`config.mk`:
```
export PLATFORM = sky130hd
export DESIGN_NAME = tensor_scalar_add_collector
export DESIGN_NICKNAME = d
export VERILOG_FILES = /design/src/rtl/tensor_scalar_add_collector_pkg.sv /design/src/rtl/tensor_scalar_result_fifo.sv /design/src/rtl/tensor_scalar_add_collector.sv
export SDC_FILE = /design/constraint.sdc
export NUM_CORES = 1
export LEC_CHECK = 0
export ABC_AREA = 1
export CORE_AREA = 10 10 151 153
export DETAILED_ROUTE_END_ITERATION = 16
export DIE_AREA = 0 0 161 163
export PLACE_DENSITY = 0.6
export SYNTH_ARGS = -nofsm -noshare
export SYNTH_HDL_FRONTEND = slang
export SYNTH_SLANG_ARGS = --single-unit
```
`constraint.sdc`:
```
create_clock -name clk -period 3.15 [get_ports clk]
set_input_delay 0.4725 -clock clk [delete_from_list [all_inputs] [get_ports clk]]
set_output_delay 0.4725 -clock clk [all_outputs]
set_load 0.01 [all_outputs]
```
`src/rtl/tensor_scalar_add_collector_pkg.sv`:
```
// rtl/tensor_scalar_add_collector_pkg.sv - shared state encoding and float32 field positions for the result collector
package tensor_scalar_add_collector_pkg;

    localparam logic [1:0] COLLECTOR_IDLE    = 2'd0;
    localparam logic [1:0] COLLECTOR_COLLECT = 2'd1;
    localparam logic [1:0] COLLECTOR_DRAIN   = 2'd2;
    localparam logic [1:0] COLLECTOR_DONE    = 2'd3;

    typedef enum logic [1:0] {
        ST_IDLE    = COLLECTOR_IDLE,
        ST_COLLECT = COLLECTOR_COLLECT,
        ST_DRAIN   = COLLECTOR_DRAIN,
        ST_DONE    = COLLECTOR_DONE
    } collector_state_t;

    localparam int EXP_MSB = 30;
    localparam int EXP_LSB = 23;
    localparam int MAN_MSB = 22;

endpackage

```
`src/rtl/tensor_scalar_result_fifo.sv`:
```
// rtl/tensor_scalar_result_fifo.sv - synchronous result FIFO holding data plus a per-entry last flag
module tensor_scalar_result_fifo #(
    parameter int  W     = 32,
    parameter int  DEPTH = 4,
    localparam int AW    = $clog2(DEPTH),
    localparam int CW    = AW + 1
) (
    input  logic          clk,
    input  logic          rstnn,
    input  logic          clear,
    input  logic          push,
    input  logic [W-1:0]  push_data,
    input  logic          push_last,
    input  logic          pop,
    output logic [W-1:0]  head_data,
    output logic          head_last,
    output logic [CW-1:0] count,
    output logic          full,
    output logic          empty
);

    logic [W-1:0]  mem_data [DEPTH];
    logic          mem_last [DEPTH];
    logic [AW-1:0] wr_ptr;
    logic [AW-1:0] rd_ptr;
    logic          do_push;
    logic          do_pop;

    assign empty     = (count == '0);
    assign full      = (count == CW'(DEPTH));
    assign do_pop    = pop & ~empty;
    // A pop frees the slot this cycle, so a push into a full FIFO still lands
    assign do_push   = push & (~full | do_pop);
    assign head_data = mem_data[rd_ptr];
    assign head_last = mem_last[rd_ptr];

    always_ff @(posedge clk) begin
        if (do_push) begin
            mem_data[wr_ptr] <= push_data;
            mem_last[wr_ptr] <= push_last;
        end
    end

    always_ff @(posedge clk or negedge rstnn) begin
        if (!rstnn) begin
            wr_ptr <= '0;
            rd_ptr <= '0;
            count  <= '0;
        end else if (clear) begin
            wr_ptr <= '0;
            rd_ptr <= '0;
            count  <= '0;
        end else begin
            if (do_push) wr_ptr <= wr_ptr + AW'(1);
            if (do_pop)  rd_ptr <= rd_ptr + AW'(1);
            case ({do_push, do_pop})
                2'b10:   count <= count + CW'(1);
                2'b01:   count <= count - CW'(1);
                default: count <= count;
            endcase
        end
    end

endmodule

```
`src/rtl/tensor_scalar_add_collector.sv`:
```
// rtl/tensor_scalar_add_collector.sv - collects add/sub results into a FIFO per job; float status under TENSOR_COLLECTOR_FLOAT_STATUS_EN
module tensor_scalar_add_collector
    import tensor_scalar_add_collector_pkg::*;
#(
    parameter int BW_TENSOR_SCALAR = 32,
    parameter int FIFO_DEPTH       = 4,
    parameter int BW_COUNT         = 16
) (
    input  logic                        clk,
    input  logic                        rstnn,
    input  logic                        clear,
    input  logic                        start,
    input  logic [BW_COUNT-1:0]         cfg_length,
    input  logic                        is_float,
    output logic                        adder_enable,
    input  logic                        in_valid,
    input  logic [BW_TENSOR_SCALAR-1:0] in_result,
    output logic                        out_valid,
    input  logic                        out_ready,
    output logic [BW_TENSOR_SCALAR-1:0] out_data,
    output logic                        out_last,
    output logic                        done,
    output logic                        err_unexpect,
    output logic                        nan_seen,
    output logic                        inf_seen
);

    localparam int CW = $clog2(FIFO_DEPTH) + 1;

    collector_state_t    state_q, state_d;
    logic [BW_COUNT-1:0] remaining_q;
    logic [CW-1:0]       fifo_count;
    logic                fifo_full;
    logic                fifo_empty;
    logic                push;
    logic                pop;
    logic                push_last;

    assign adder_enable = (state_q == ST_COLLECT) && !fifo_full;
    assign push         = in_valid & adder_enable;
    assign out_valid    = ~fifo_empty;
    assign pop          = out_valid & out_ready;
    assign push_last    = (remaining_q == BW_COUNT'(1));
    assign done         = (state_q == ST_DONE);

    tensor_scalar_result_fifo #(
        .W     (BW_TENSOR_SCALAR),
        .DEPTH (FIFO_DEPTH)
    ) u_fifo (
        .clk       (clk),
        .rstnn     (rstnn),
        .clear     (clear),
        .push      (push),
        .push_data (in_result),
        .push_last (push_last),
        .pop       (pop),
        .head_data (out_data),
        .head_last (out_last),
        .count     (fifo_count),
        .full      (fifo_full),
        .empty     (fifo_empty)
    );

    always_comb begin
        state_d = state_q;
        case (state_q)
            ST_IDLE: begin
                if (start) state_d = (cfg_length != '0) ? ST_COLLECT : ST_DONE;
            end
            ST_COLLECT: begin
                if (push && push_last) state_d = ST_DRAIN;
            end
            ST_DRAIN: begin
                if (fifo_empty || (fifo_count == CW'(1) && pop)) state_d = ST_DONE;
            end
            ST_DONE: state_d = ST_IDLE;
            default: state_d = ST_IDLE;
        endcase
    end

    always_ff @(posedge clk or negedge rstnn) begin
        if (!rstnn) begin
            state_q      <= ST_IDLE;
            remaining_q  <= '0;
            err_unexpect <= 1'b0;
        end else if (clear) begin
            state_q      <= ST_IDLE;
            remaining_q  <= '0;
            err_unexpect <= 1'b0;
        end else begin
            state_q <= state_d;
            if (state_q == ST_IDLE && start) remaining_q <= cfg_length;
            else if (push)                   remaining_q <= remaining_q - BW_COUNT'(1);
            if (in_valid && state_q != ST_COLLECT) err_unexpect <= 1'b1;
        end
    end

`ifdef TENSOR_COLLECTOR_FLOAT_STATUS_EN
    logic special;
    assign special = push && is_float && (&in_result[EXP_MSB:EXP_LSB]);

    always_ff @(posedge clk or negedge rstnn) begin
        if (!rstnn) begin
            nan_seen <= 1'b0;
            inf_seen <= 1'b0;
        end else if (clear) begin
            nan_seen <= 1'b0;
            inf_seen <= 1'b0;
        end else if (special) begin
            if (|in_result[MAN_MSB:0]) nan_seen <= 1'b1;
            else                       inf_seen <= 1'b1;
        end
    end
`else
    logic unused_float;
    assign unused_float = is_float;
    assign nan_seen     = 1'b0;
    assign inf_seen     = 1'b0;
`endif

endmodule
```
==> impl_metrics.py <==
metrics = {
    "outcome": {
        "status": "complete, no violations",
    },
    "clock_network": {
        "cts_root_buffer": "clkbuf_16",
        "worstSkewPairLatency_ns": 0.41,
        "cts_max_path_buffers": 2,
        "numCtsBuffers": 17,
        "cts_tree": "yes",
        "cts_setup_buffers": 0,
        "clk_pin_slew_worst_paths_ns": 0.06,
        "cts_resized": 0,
        "clock-sinks": 158,
        "ctsHoldBuffers": 0,
        "h-tree-depth": 4,
    },
    "placement": {
        "dpl.hpwl_mm": 10.1,
        "gp_congestion": 0.843,
        "dp.cells": 954,
        "portBuffers": 90,
    },
    "worst_setup_path": {
        "reg2reg_depth": 8,
        "r2r-end": "remaining_q[9]$_DFFE_PN0P_",
        "cp.required_ns": 2.68,
        "cp_data_arrival_time_ns": 2.36,
        "r2r-start": "state_q[0]$_DFFE_PN0P_",
        "critPathSlowestCell": "clkdlybuf4s50_1",
        "cp-end-kind": "primary output",
        "worst_path_largest_cell_delay_ns": 0.60,
        "crit_fanout": 62,
        "criticalPathCategory": "flip-flop to primary output",
        "rrSetupSlack_ns": 1.01,
        "cp_cell_sequence": "inv_2 -> buf_12 -> o21ai_0 -> o22ai_1 -> clkdlybuf4s50_1",
        "crit_start": "u_fifo.rd_ptr[0]$_DFFE_PN0P_",
        "endpoint": "out_data[31]",
        "cp-start-kind": "flip-flop",
    },
    "timing": {
        "fin_hold_ws_ns": 0.477,
        "rsz0062_at_grt": "false",
        "timing.final.crit_share_pct": 89.8,
        "setup_viol": 0,
        "clock_skew_ns": 0.00995,
        "period_minus_slack_ns": 2.83,
        "fmax_mhz": 354,
        "final-max-slew-violation-count": 0,
        "fin_tns_setup_ns": 0,
        "max_slew_margin_pct": 52.8,
        "tightest_slew_ns": 0.706,
        "hold_viol": 0,
    },
    "power": {
        "ir_drop_mv": 0.365,
        "clkPwrFrac_pct": 27.1,
        "internal_power_uw": 4520,
        "p_per_area_mw_per_mm2": 809,
        "seq_power_share_pct": 38.7,
        "power_frac_comb_pct": 34.2,
        "p_total_uw": 6980,
        "power.share.switching_pct": 35.3,
        "power.leakage_uw": 0.00315,
        "power_switching_uw": 2470,
    },
    "hold_path": {
        "worstHoldPathType": "input port to async pin",
    },
    "cells_and_area": {
        "antenna_cells": 0,
        "drive_above_1_share_pct": 8.52,
        "nets": 772,
        "layoutNonFillerInstCount": 986,
        "area_growth_pct": 26.2,
    },
    "yosys": {
        "synth_top_area_share_pct": 58.0,
        "synth_top_area_cell": "edfxtp_1",
        "synth_edf_count": 132,
        "synthDistinctLibCells": 27,
        "ys_async_sr_fraction_pct": 16.5,
        "synth_cells": 610,
        "yosysSeqAreaShare_pct": 67.5,
        "ys.flop_type": "edfxtp_1",
        "yosysWarnings": 0,
        "synth.avg_cell_area_um2": 11.2,
        "synth_common_cells": "edfxtp_1, nor2_1, o21ai_0",
        "ys_top_cells_by_area": "edfxtp_1, dfrtp_1, nor2_1",
        "synth-seq-cells": 158,
        "netlist_area_mm2": 0.00684,
        "yosysMostFrequentCell": "edfxtp_1",
    },
    "route": {
        "wl_per_cell_um": 16.2,
        "firstDrtPassIters": 6,
        "wirelength_mm": 16.0,
        "drc": 0,
        "routed-via-count": 4806,
        "drtIter0Drc": 336,
        "ant_nets": 0,
        "avgViaCountPerCell": 4.87,
    },
    "global_route": {
        "grt.total_usage_pct": 12.2,
        "overflow": 0,
        "grt_pass1_vias": 4840,
        "grt_pass1_wl_mm": 25.4,
        "grt_max_degree": 63,
        "antenna_found_initial": 1,
    },
    "floorplanning": {
        "die_y_um": 163,
        "die_w_um": 161,
        "initial_utilization_pct": 34.3,
        "design.core.area_mm2": 0.0199,
        "fp-row-count": 52,
        "io_pins": 94,
        "die_area_mm2": 0.0262,
    },
    "job": {
        "cap_violations": 0,
    },
}
## per-layer routing
| layer | global-route usage [%] | routed length, um | up-vias |
|---|---|---|---|
| met4 | 3.27 | 90 | 0 |
| met5 | 0 | 0 | - |
| met2 | 20.1 | 7780 | 157 |
| met3 | 3.72 | 952 | 6 |
| met1 | 15.2 | 7180 | 2312 |
| li1 | - | - | 2331 |
## metrics by stage
| step | cell area, um2 | setup WS (ns) | utilization (%) |
|---|---|---|---|
| floorplan | 6840 | 0.466 | - |
| global placement | 8080 | 0.783 | 40.6 |
| detailed placement | 8080 | 0.754 | 40.6 |
| CTS | 8630 | 0.292 | 43.3 |
| global route | 8630 | 0.193 | 43.3 |
| finish | 8630 | 0.322 | 43.3 |
## power by group through the flow
stage	combinational, uW	sequential (uW)	clock, uW
floorplan	1490	2700	0
global placement	2340	2730	0
detailed placement	2400	2740	0
CTS	2410	2700	1950
global route	2690	2730	2050
finish	2390	2700	1890
## worst min path at each step
stage | end | from | depth (start not counted)
CTS | remaining_q[12]$_DFFE_PN0P_ | rstnn | 1
floorplan | err_unexpect$_DFFE_PN0P_ | rstnn | 0
global route | remaining_q[11]$_DFFE_PN0P_ | rstnn | 1
finish | err_unexpect$_DFFE_PN0P_ | rstnn | 1
detailed placement | err_unexpect$_DFFE_PN0P_ | err_unexpect$_DFFE_PN0P_ | 2
global placement | err_unexpect$_DFFE_PN0P_ | err_unexpect$_DFFE_PN0P_ | 2
## cells in the final DEF (no fill, tap or decap), types with 14 or more instances in the layout
master,instances
clkbuf_16,17
clkdlybuf4s50_1,90
dfrtp_1,25
edfxtp_1,132
ha_1,14
inv_1,36
nand2_1,69
nand3_1,18
nor2_1,113
o21ai_0,87
o22ai_1,37
## layout make-up
| cell class | instances | area (um2) |
|---|---|---|
| Clock buffer | 17 | 425 |
| Clock inverter | 15 | 126 |
| Fill cell | 1885 | 11300 |
| Inverter | 38 | 143 |
| Multi-Input combinational cell | 389 | 1990 |
| Sequential cell | 158 | 4620 |
| Tap cell | 270 | 338 |
| Timing Repair Buffer | 99 | 993 |
## logic make-up (layout without fill, tap and decap cells)
logic type | after synthesis | count (layout) | synth area share [%]
AND/OR/NAND/NOR | 230 | 230 | 14.5
adder cells (fa/ha/maj) | 14 | 14 | 2.56
other | 1 | 2 | 0.0549
XOR/XNOR | 5 | 5 | 0.641
flip-flops | 158 | 158 | 67.5
buffers and inverters | 64 | 169 | 3.92
AO/OA/AOI/OAI | 138 | 138 | 10.8
## sequential cells by signal, indices dropped and copies added, names as in the netlist
name	flops
u_fifo.mem_data	128
remaining_q	16
u_fifo.mem_last	4
u_fifo.count	3
state_q	2
u_fifo.rd_ptr	2
u_fifo.wr_ptr	2
err_unexpect	1
## worst max-delay path: cells and delay by family (launching register included)
family | cells | cell delay, ns
compound gates | 2 | 0.34
buf+inv | 3 | 1.07
flops | 1 | 0.52
(Power assumes the default switching activity.)
